===== config.mk =====
export PLATFORM = sky130hd
export DESIGN_NAME = down_counter
export DESIGN_NICKNAME = d
export VERILOG_FILES = /design/src/rtl/down_counter.sv
export SDC_FILE = /design/constraint.sdc
export NUM_CORES = 1
export LEC_CHECK = 0
export CORE_ASPECT_RATIO = 1.4
export CORE_MARGIN = 2
export CORE_UTILIZATION = 35
export DETAILED_ROUTE_END_ITERATION = 8
export MAX_ROUTING_LAYER = met4
export PLACE_DENSITY = 0.71
export SYNTH_ARGS = -nofsm -noshare
export SYNTH_HDL_FRONTEND = slang
export SYNTH_SLANG_ARGS = --single-unit

===== constraint.sdc =====
create_clock -name clk -period 2.5 [get_ports clk]
set_input_delay 0.5 -clock clk [delete_from_list [all_inputs] [get_ports clk]]
set_output_delay 0.5 -clock clk [all_outputs]
set_load 0.05 [all_outputs]

===== src/rtl/down_counter.sv =====
// down_counter: loadable countdown timer with IDLE/RUN/EXPIRE sequencing.
//
// Optional feature: define DOWN_COUNTER_AUTO_RELOAD_EN to reload the last
// start value on expiry and keep counting (periodic mode).
//
// Ports:
//   clk      in   clock, all state updates on rising edge
//   reset    in   synchronous active-high reset
//   start    in   in IDLE: load load_val and begin a countdown
//   load_val in   [WIDTH] countdown start value
//   enable   in   in RUN: decrement this cycle (low = hold)
//   abort    in   in RUN: terminate countdown (count -> 0, no done)
//   count    out  [WIDTH] current registered count
//   busy     out  high while in RUN
//   done     out  one-cycle pulse while in EXPIRE
//   zero     out  combinational: count == 0
module down_counter #(
    parameter int unsigned WIDTH = 8
) (
    input  logic             clk,
    input  logic             reset,
    input  logic             start,
    input  logic [WIDTH-1:0] load_val,
    input  logic             enable,
    input  logic             abort,
    output logic [WIDTH-1:0] count,
    output logic             busy,
    output logic             done,
    output logic             zero
);

    typedef enum logic [1:0] {
        IDLE   = 2'd0,
        RUN    = 2'd1,
        EXPIRE = 2'd2
    } state_e;

    state_e           state_q, state_d;
    logic [WIDTH-1:0] count_q, count_d;
    logic             busy_q, busy_d;
    logic             done_q, done_d;
`ifdef DOWN_COUNTER_AUTO_RELOAD_EN
    logic [WIDTH-1:0] reload_q, reload_d;
`endif

    // State and registered outputs
    always_ff @(posedge clk) begin
        if (reset) begin
            state_q  <= IDLE;
            count_q  <= '0;
            busy_q   <= 1'b0;
            done_q   <= 1'b0;
`ifdef DOWN_COUNTER_AUTO_RELOAD_EN
            reload_q <= '0;
`endif
        end else begin
            state_q  <= state_d;
            count_q  <= count_d;
            busy_q   <= busy_d;
            done_q   <= done_d;
`ifdef DOWN_COUNTER_AUTO_RELOAD_EN
            reload_q <= reload_d;
`endif
        end
    end

    // Next-state, next-count and next-output decode
    always_comb begin
        state_d  = state_q;
        count_d  = count_q;
`ifdef DOWN_COUNTER_AUTO_RELOAD_EN
        reload_d = reload_q;
`endif

        unique case (state_q)
            IDLE: begin
                if (start) begin
                    count_d = load_val;
`ifdef DOWN_COUNTER_AUTO_RELOAD_EN
                    reload_d = load_val;
`endif
                    // A zero load expires immediately without entering RUN
                    state_d = (load_val != '0) ? RUN : EXPIRE;
                end
            end

            RUN: begin
                if (abort) begin
                    count_d = '0;
                    state_d = IDLE;
                end else if (enable) begin
                    if (count_q > WIDTH'(1)) begin
                        count_d = count_q - WIDTH'(1);
                    end else if (count_q == WIDTH'(1)) begin
                        count_d = '0;
                        state_d = EXPIRE;
                    end
                end
            end

            EXPIRE: begin
`ifdef DOWN_COUNTER_AUTO_RELOAD_EN
                if (abort || (reload_q == '0)) begin
                    count_d = '0;
                    state_d = IDLE;
                end else begin
                    count_d = reload_q;
                    state_d = RUN;
                end
`else
                count_d = '0;
                state_d = IDLE;
`endif
            end

            default: begin
                count_d = '0;
                state_d = IDLE;
            end
        endcase

        // Outputs track the state being entered so they line up with it
        busy_d = (state_d == RUN);
        done_d = (state_d == EXPIRE);
    end

    assign count = count_q;
    assign busy  = busy_q;
    assign done  = done_q;
    assign zero  = (count_q == '0);

endmodule


==> results.cfg <==
[critical_path]
path_cells = inv_1 -> ha_1 -> or3b_2 -> or4_1 -> nand3_2 -> o221ai_1
cp_max_fo = 7
worstSetupStartpointType = flip-flop
path_class = flip-flop to flip-flop
cp.arrival_ns = 2.47
endpoint_kind = flip-flop
cp_slowest_stage_delay_ns = 0.57
worst_ep_required_time_ns = 2.65
crit_slowest_cell = or4_1

[timing]
hold_viol = 0
timing.fmax_ghz = 0.4302
fin_crit_ns = 2.324
fin_crit_sh_pct = 92.97
fin_skew_ns = 0.005382
slew_headroom_pct = 64.43
setup_tns_ns = 0
rsz0062_at_grt = no
slew_viol_final = 0
setup_viol = 0
worst_slew_pin_slew_ns = 0.5286

[power_and_ir_drop]
p_comb_share_pct = 40.3
p_switching_mw = 0.2591
power_density_nw_per_um2 = 585.9
ir_drop_mv = 0.4170
leakagePower_nw = 0.4013
p_sw_share_pct = 39.48
seqPwrFrac_pct = 35.2
p_clk_share_pct = 24.5
power.internal_mw = 0.3971

[synthesis]
synth_area_leaders = dfxtp_1 30%, nor2_1 5.2%, a32oi_1 4.4%
synthXorXnorAreaFrac_pct = 0
ys_async_sr_fraction_pct = 0
synth_top_area_share_pct = 30.00
synth-compound-area-share_pct = 27.50
yosys.area_share.adder_pct = 3.125
ys_ff_latch = 12
synthFlopType = dfxtp_1
synth_top_family_by_area = simple AND/OR/NAND/NOR gates
synth.cell_area_sq_um = 800.8
synth.most_common_cell = dfxtp_1
yosysWarningCount = 0
synth_fp_nets = 115
synth_edf_count = 0
yosysSeqAreaShare_pct = 30.00
ys_top_cells_by_count = 12 x dfxtp_1, 11 x nor2_1, 9 x inv_1
synthSimpleGateAreaFrac_pct = 33.28
yosysUniqueCellTypes = 34
syn_area_per_cell_sq_um = 8.008
synth_top_area_cell = dfxtp_1
muxShareOfSynthArea_pct = 0
syn_inst = 100

[route]
routedWlPerCell_um = 16.25
via_per_inst = 6.289
firstDrtPassIters = 5
drt-total-wl_um = 2470
vias = 956
detail-route-antenna-nets = 0
drt_iter0_drc = 60
drcViolationCount = 0

[clock_network]
cts_resized = 0
tritoncts = built
postCtsHoldBufs = 0
postCtsSetupBuffers = 0
cts.clk_slew.worst_paths_ns = 0.08
cts.htree.levels = 1
clk_root_buffer_cell = clkbuf_4
clk_latency_ns = 0.28
numClockSinks = 12
cts_buffer_depth = 2
cts_buffers = 3

[placement]
portBuffers = 23
place.detailed.hpwl_um = 1853
dpl_cell_area_sq_um = 1084
gp_congestion = 1.017
dp.cells = 148

[die]
io_pins = 24
die_area_sq_um = 2692
fp-row-count = 20
initial_core_util_pct = 36.78
fp.dieW_um = 44.43
die_y_um = 60.60
core_sq_um = 2177

[global_routing]
grt_pass1_wl_um = 4077
grt_pass1_vias = 889
grt_max_degree = 9
antenna_found_initial = 0
grtUsageTotal_pct = 20.92
overflow = 0

[layout]
final_area_sq_um = 1120
drive_gt1_share_pct = 11.54
fin_nets = 146
postLayoutCoreUtil_pct = 51.44
area_growth_pct = 39.84
final_cells = 152
n_antenna_cell = 0
fillers = 217

[run]
maxCapViolCount = 0

[min_path]
hp-class = flip-flop to flip-flop

[status]
status = completed
## stage by stage
| stage | hold slack (ns) | total power, mW | setup WS [ns] |
|---|---|---|---|
| after CTS | 0.5923 | 0.6515 | 0.2085 |
| after global routing | 0.6401 | 0.6873 | 0.07577 |
| final | 0.5854 | 0.6561 | 0.1756 |
| after global placement | 0.5879 | 0.4931 | 0.1747 |
| after detailed placement | 0.5787 | 0.4944 | 0.1355 |
| after floorplan | 0.6138 | 0.4044 | 0.1856 |
## layer usage
metal  up-vias  global-route usage, %  share of wire, %
met5         -                      -                 0
met4         0                  9.524               2.7
met3         8                  2.083               7.2
met2        43                  34.24                49
met1       449                  25.68                41
li1        456                      -                 -
## placed cells by master (no fill, tap or decap), types with 2 or more instances in the layout
master / instances
a221oi_1: 2
a22oi_1: 2
a32oi_1: 4
and2_1: 3
buf_4: 6
clkbuf_4: 3
clkdlybuf4s50_1: 22
dfxtp_1: 12
ha_1: 2
inv_1: 9
nand2_1: 7
nand2b_1: 2
nand3_1: 5
nand4_1: 3
nor2_1: 11
nor3_1: 2
nor3b_1: 2
nor4_1: 5
o21ai_0: 2
o221ai_1: 3
o311ai_0: 2
o32ai_1: 4
or3b_2: 2
or4_1: 2
## critical path: cells and delay by family (launching register included)
| kind | cells | cell delay, ns |
|---|---|---|
| fa+ha+maj | 1 | 0.26 |
| compound gates | 1 | 0.15 |
| flops | 1 | 0.38 |
| simple gates | 3 | 1.28 |
| buf+inv | 1 | 0.13 |
## power by group through the flow
| stage | registers, mW | logic (mW) | clock network (mW) |
|---|---|---|---|
| finish | 0.231 | 0.264 | 0.161 |
| global route | 0.235 | 0.285 | 0.168 |
| CTS | 0.230 | 0.262 | 0.159 |
| detailed placement | 0.235 | 0.260 | 0 |
| global placement | 0.234 | 0.259 | 0 |
| floorplan | 0.277 | 0.128 | 0 |
## logic make-up (layout without fill, tap and decap cells)
logic type      Yosys count  after routing
fa+ha+maj                 2              2
flops                    12             12
simple gates             48             48
buf+inv                  11             41
compound gates           27             27
## area by class of cell
type	count	area [sq um]	share of cell area (%)
Multi-Input combinational cell	77	516.7	46.15
Timing Repair Buffer	28	265.3	23.69
Sequential cell	12	240.2	21.45
Clock buffer	4	36.28	3.240
Inverter	9	33.78	3.017
Tap cell	22	27.53	2.458
## sequential cells by signal, indices dropped and copies added (netlist names)
| signal | flops |
|---|---|
| done | 1 |
| count | 8 |
| state_q | 2 |
| busy | 1 |
## final timing paths
path	startpoint	end	slack (ns)	depth (start not counted)
setup / recovery	count[0]	count[5]	0.18	6
hold / removal	count[1]	count[1]	0.59	2
setup reg to reg	count[0]	count[5]	0.18	6
hold reg to reg	count[1]	count[1]	0.59	2
Note: power is estimated with default switching activity, not from simulation.
